File: config.mk
export PLATFORM = sky130hd
export DESIGN_NAME = seven_seg_scan_ctrl
export DESIGN_NICKNAME = d
export VERILOG_FILES = /design/src/rtl/seven_seg_pkg.sv /design/src/rtl/hex_to_seg.sv /design/src/rtl/seven_seg_scan_ctrl.sv
export SDC_FILE = /design/constraint.sdc
export NUM_CORES = 1
export LEC_CHECK = 0
export CORE_MARGIN = 5
export CORE_UTILIZATION = 56
export CTS_CLUSTER_SIZE = 10
export DETAILED_ROUTE_END_ITERATION = 8
export HOLD_SLACK_MARGIN = 0.06
export PLACE_DENSITY = 0.8
export SLEW_MARGIN = 20
export SYNTH_ARGS = -nofsm -noshare
export SYNTH_HDL_FRONTEND = slang
export SYNTH_SLANG_ARGS = --single-unit
export TNS_END_PERCENT = 100
File: constraint.sdc
create_clock -name clk -period 4.01 [get_ports clk]
set_input_delay 1.0025 -clock clk [delete_from_list [all_inputs] [get_ports clk]]
set_output_delay 1.0025 -clock clk [all_outputs]
set_load 0.05 [all_outputs]
File: src/rtl/seven_seg_pkg.sv
// seven_seg_pkg: shared scan states, off-drive constants and the hex-to-segment table.
package seven_seg_pkg;

    typedef enum logic [1:0] {IDLE, SHOW, GAP} state_t;

    localparam logic [6:0] SEG_OFF = 7'h7F;
    localparam logic [3:0] AN_OFF  = 4'hF;

    // Active-low {g,f,e,d,c,b,a}; entry 15 is the leftmost element.
    localparam logic [15:0][6:0] HEX_SEG = {
        7'b0001110, 7'b0000110, 7'b0100001, 7'b1000110,
        7'b0000011, 7'b0001000, 7'b0010000, 7'b0000000,
        7'b1111000, 7'b0000010, 7'b0010010, 7'b0011001,
        7'b0110000, 7'b0100100, 7'b1111001, 7'b1000000
    };

endpackage

File: src/rtl/hex_to_seg.sv
// hex_to_seg: combinational nibble to active-low 7-segment pattern.
module hex_to_seg
    import seven_seg_pkg::*;
(
    input  logic [3:0] nibble,
    output logic [6:0] seg
);

    assign seg = HEX_SEG[nibble];

endmodule

File: src/rtl/seven_seg_scan_ctrl.sv
// seven_seg_scan_ctrl: four-digit common-anode scan with inter-digit blanking gap.
// Next-state values drive the output registers so an, seg and dp always switch together.
module seven_seg_scan_ctrl
    import seven_seg_pkg::*;
#(
    parameter int REFRESH_DIV = 100000,
    parameter int GAP_CYCLES  = 16
) (
    input  logic        clk,
    input  logic        reset_n,
    input  logic        enable,
    input  logic [15:0] digits,
    input  logic [3:0]  dp_in,
    input  logic [3:0]  blank_mask,
    output logic [3:0]  an,
    output logic [6:0]  seg,
    output logic        dp,
    output logic [1:0]  digit_sel
);

    localparam int PW = $clog2(REFRESH_DIV);
    localparam logic [PW-1:0] PRE_LAST = PW'(REFRESH_DIV - 1);
    localparam logic [7:0]    GAP_LAST = 8'(GAP_CYCLES - 1);

    state_t        state, nxt_state;
    logic [PW-1:0] pre, nxt_pre;
    logic [7:0]    gap, nxt_gap;
    logic [1:0]    sel, nxt_sel;
    logic [15:0]   sh_digits, nxt_digits;
    logic [3:0]    sh_dp, nxt_dp;
    logic [3:0]    sh_blank, nxt_blank;
    logic          latch;
    logic          lit;
    logic [3:0]    nibble;
    logic [6:0]    dec_seg;

    always_comb begin
        nxt_state = state;
        nxt_pre   = pre;
        nxt_gap   = gap;
        nxt_sel   = sel;
        latch     = 1'b0;
        if (!enable) begin
            nxt_state = IDLE;
            nxt_pre   = '0;
            nxt_gap   = '0;
            nxt_sel   = '0;
        end else if (state == IDLE) begin
            nxt_state = SHOW;
            latch     = 1'b1;
        end else if (state == SHOW) begin
            nxt_pre = pre + 1'b1;
            if (pre == PRE_LAST) begin
                nxt_pre = '0;
                if (GAP_CYCLES > 0) begin
                    nxt_state = GAP;
                end else begin
                    nxt_sel = sel + 1'b1;
                    latch   = (sel == 2'd3);
                end
            end
        end else begin
            nxt_gap = gap + 1'b1;
            if (gap == GAP_LAST) begin
                nxt_gap   = '0;
                nxt_state = SHOW;
                nxt_sel   = sel + 1'b1;
                latch     = (sel == 2'd3);
            end
        end
        nxt_digits = latch ? digits : sh_digits;
        nxt_dp     = latch ? dp_in : sh_dp;
        nxt_blank  = latch ? blank_mask : sh_blank;
        nibble     = nxt_digits[{nxt_sel, 2'b00} +: 4];
        lit        = (nxt_state == SHOW) && !nxt_blank[nxt_sel];
    end

    hex_to_seg u_dec (
        .nibble(nibble),
        .seg   (dec_seg)
    );

    always_ff @(posedge clk or negedge reset_n) begin
        if (!reset_n) begin
            state     <= IDLE;
            pre       <= '0;
            gap       <= '0;
            sel       <= '0;
            sh_digits <= '0;
            sh_dp     <= '0;
            sh_blank  <= '0;
            an        <= AN_OFF;
            seg       <= SEG_OFF;
            dp        <= 1'b1;
        end else begin
            state     <= nxt_state;
            pre       <= nxt_pre;
            gap       <= nxt_gap;
            sel       <= nxt_sel;
            sh_digits <= nxt_digits;
            sh_dp     <= nxt_dp;
            sh_blank  <= nxt_blank;
            an        <= lit ? ~(4'b0001 << nxt_sel) : AN_OFF;
            seg       <= lit ? dec_seg : SEG_OFF;
            dp        <= lit ? ~nxt_dp[nxt_sel] : 1'b1;
        end
    end

    assign digit_sel = sel;

endmodule

==> summary.md <==
| Metric | Value |
|---|---|
| Outcome | `finished, final reports clean` |
| Total power | `0.001546 W` |
| Ys Warns | `0` |
| Peak VDD IR | `0.0002619 V` |
| Routability Congestion | `0.7879` |
| 1st-iter DRT viols | `218` |
| Setup Viol. Count Final | `0` |
| Setup TNS | `0 ns` |
| Smallest hold slack | `0.4752 ns` |
| CTS resizes | `0` |
| Area taken by multi-input logic gates | `1660 µm²` |
| DRT Pass-1 Iters | `5` |
| Number of flops mapped to enable cells by yosys | `0` |
| Worst setup margin | `0.7749 ns` |
| Std cell rows | `28` |
| Deepest clock path buffer count | `2` |
| CTS Hold Bufs | `0` |
| Rel. slew slack | `42.35%` |
| Die Ht | `88.22 µm` |
| Via count | `2,860` |
| Most frequent cells in the layout | `nand2_1 (67), dfrtp_1 (53), clkdlybuf4s50_1 (39)` |
| Syn nets | `393` |
| Placed wire-length estimate | `5376 µm` |
| TritonCTS Sinks | `65` |
| Worst-Skew Late Latency | `0.34 ns` |
| Max Freq | `0.3091 GHz` |
| Top Ports | `41` |
| Worst-path clk slew | `0.07 ns` |
| WP data arrival | `3.49 ns` |
| Post-DRT Antenna Nets | `0` |
| Root Buffer | `clkbuf_8` |
| Worst flop-to-flop path startpoint | `gap[4]` |
| Req. time, crit path | `4.26 ns` |
| Reg2Reg Depth | `11` |
| Crit-path max FO | `8` |
| Die width | `88.22 µm` |
| Main synth FF type | `dfrtp_1` |
| Hold crit path type | `reg -> reg` |
| Vias in the first global route | `2,574` |
| Initial Util | `57.86%` |
| Die area | `7782 µm²` |
| Mapped Cells | `357` |
| DP Worst Slack | `0.4423 ns` |
| Crit Path Category | `in -> reg` |
| Number of CTS-inserted buffers | `9` |
| Detailed-route wire length per cell | `15.37 µm` |
| Total setup buffers inserted after CTS | `0` |
| Avg Cell Area, Syn | `9.596 µm²` |
| Sequential-to-total area share from yosys stat | `47.92%` |
| Nets | `439` |
| Diode count | `0` |
| Startpoint Class | `primary input` |
| Final hold violations | `0` |
| Vias per std cell | `5.921` |
| Skew final | `0.01066 ns` |
| Period utilization | `80.67%` |
| Pwr dens | `377.0 nW/µm²` |
| Min-Delay Endpoint | `sh_blank[2]` |
| # fillers | `442` |
| Distinct cells, synth | `57` |
| Min-delay src | `sh_blank[2]` |
| # DRC | `0` |
| Leakage power | `1.827 nW` |
| Core box area | `5921 µm²` |
| Pin count of the biggest net entering global routing | `39` |
| Critical Path End Type | `flop` |
| Layout area overhead | `19.72%` |
| IO Port Bufs | `40` |
| DRT Wirelength | `7425 µm` |
| Fraction of layout cells with a size suffix above 1 | `14.95%` |
| TritonCTS clock tree | `built` |
| Actual slew at the worst max-slew pin | `0.8647 ns` |
| Hold depth | `2` |
| RSZ-0062 raised after global routing | `false` |
| Min Tclk post-route | `3.235 ns` |
| Reg2reg end | `seg[5]` |
| Overflow after GRT | `0` |
| Register area | `1642 µm²` |
| Most common cell after layout, fill and taps aside | `nand2_1` |
| Antenna violations before repair | `0` |
| Post-synthesis instance area | `3426 µm²` |
| Max-Cap Viols | `0` |
| Seq cells post-synth | `65` |
| H-tree depth | `3` |
| Total track usage | `20.83%` |
| First-pass GRT wire length | `12,430 µm` |
| R2R setup slack | `0.87 ns` |
| Post-synth ARST share | `100.0%` |
| Slew Limit Fails | `0` |
==> cell type report <==
cell class	instances	area share (%)
multi-input cells	266	40.48
flip-flops and latches	65	40.02
repair buffers	48	11.10
clock buffers	13	3.874
well taps	75	2.288
inverters	13	1.251
clock inverters	3	0.9762
==> stage by stage <==
stage	cell area, µm²	utilization (%)	cells
5_1_grt	4101	69.27	483
4_1_cts	4101	69.27	483
6_report	4101	69.27	483
2_1_floorplan	3426	-	357
3_5_place_dp	3902	65.91	467
3_3_place_gp	3902	65.91	467
==> cells by family after synthesis <==
logic type / after synthesis / share of synthesized area, %
simple gates: 151 / 21.29
compound gates: 82 / 16.62
flops: 65 / 47.92
buf+inv: 26 / 3.616
mux: 18 / 5.734
fa+ha+maj: 9 / 3.287
xor+xnor: 6 / 1.534
==> sequential cells by signal, indices dropped and copies added (netlist names) <==
| signal | flops |
|---|---|
| dp | 1 |
| an | 4 |
| sh_blank | 4 |
| gap | 8 |
| sh_digits | 16 |
| digit_sel | 2 |
| seg | 7 |
| sh_dp | 4 |
| pre | 17 |
| state | 2 |
==> worst max-delay path, stage by stage <==
cell and delay [ns]:
clkdlybuf4s50_1 0.60, and2_1 0.20, nand2_2 0.14, mux2_1 0.36
a22oi_1 0.21, o221ai_2 0.20, inv_1 0.16, ha_1 0.20
inv_1 0.08, nor2_1 0.10, a21oi_1 0.04, o221ai_1 0.18
==> Yosys cell counts (all sizes together) (4+ instances only) <==
| cell | instances | share of area (%) |
|---|---|---|
| nand3 | 28 | 4.1 |
| nand4 | 7 | 1.3 |
| nor3 | 4 | 0.91 |
| mux2 | 10 | 3.4 |
| dfstp | 12 | 9.2 |
| and3 | 11 | 2.0 |
| nor2 | 16 | 1.8 |
| mux2i | 8 | 2.3 |
| o211ai | 5 | 1.1 |
| o21ai | 40 | 6.2 |
| nand2 | 68 | 7.5 |
| clkbuf | 8 | 0.88 |
| inv | 13 | 1.5 |
| nor2b | 4 | 0.73 |
| xor2 | 5 | 1.3 |
| buf | 5 | 1.2 |
| dfrtp | 53 | 39 |
| nand2b | 4 | 0.80 |
| o221ai | 5 | 1.6 |
| ha | 9 | 3.3 |
| a21oi | 5 | 0.73 |
| a211oi | 6 | 1.8 |
==> per-layer routing <==
| layer | wire (µm) | GRT usage (%) | share of wire, % | vias up |
|---|---|---|---|---|
| li1 | - | - | - | 1376 |
| met1 | 3438 | 30.62 | 46 | 1386 |
| met2 | 3454 | 30.73 | 47 | 90 |
| met3 | 441 | 3.352 | 5.9 | 8 |
| met4 | 92 | 8.791 | 1.2 | 0 |
| met5 | 0 | 0 | 0 | - |
==> power by group <==
group	internal, W	switching, W	leakage (nW)
clock	0.000320	0.000245	0.103
sequential	0.000708	0.0000160	0.817
combinational	0.000106	0.000151	0.906
total	0.00113	0.000412	1.83
==> how the worst max path moves through the flow <==
stage	start	end	cells past startpoint	slack, ns
6_report	enable	seg[5]	12	0.77
5_1_grt	enable	seg[0]	10	0.61
2_1_floorplan	enable	seg[3]	11	0.89
4_1_cts	enable	seg[5]	12	0.79
3_3_place_gp	enable	seg[5]	12	0.54
3_5_place_dp	enable	seg[5]	12	0.44
Note: power is estimated with default switching activity, not from simulation.
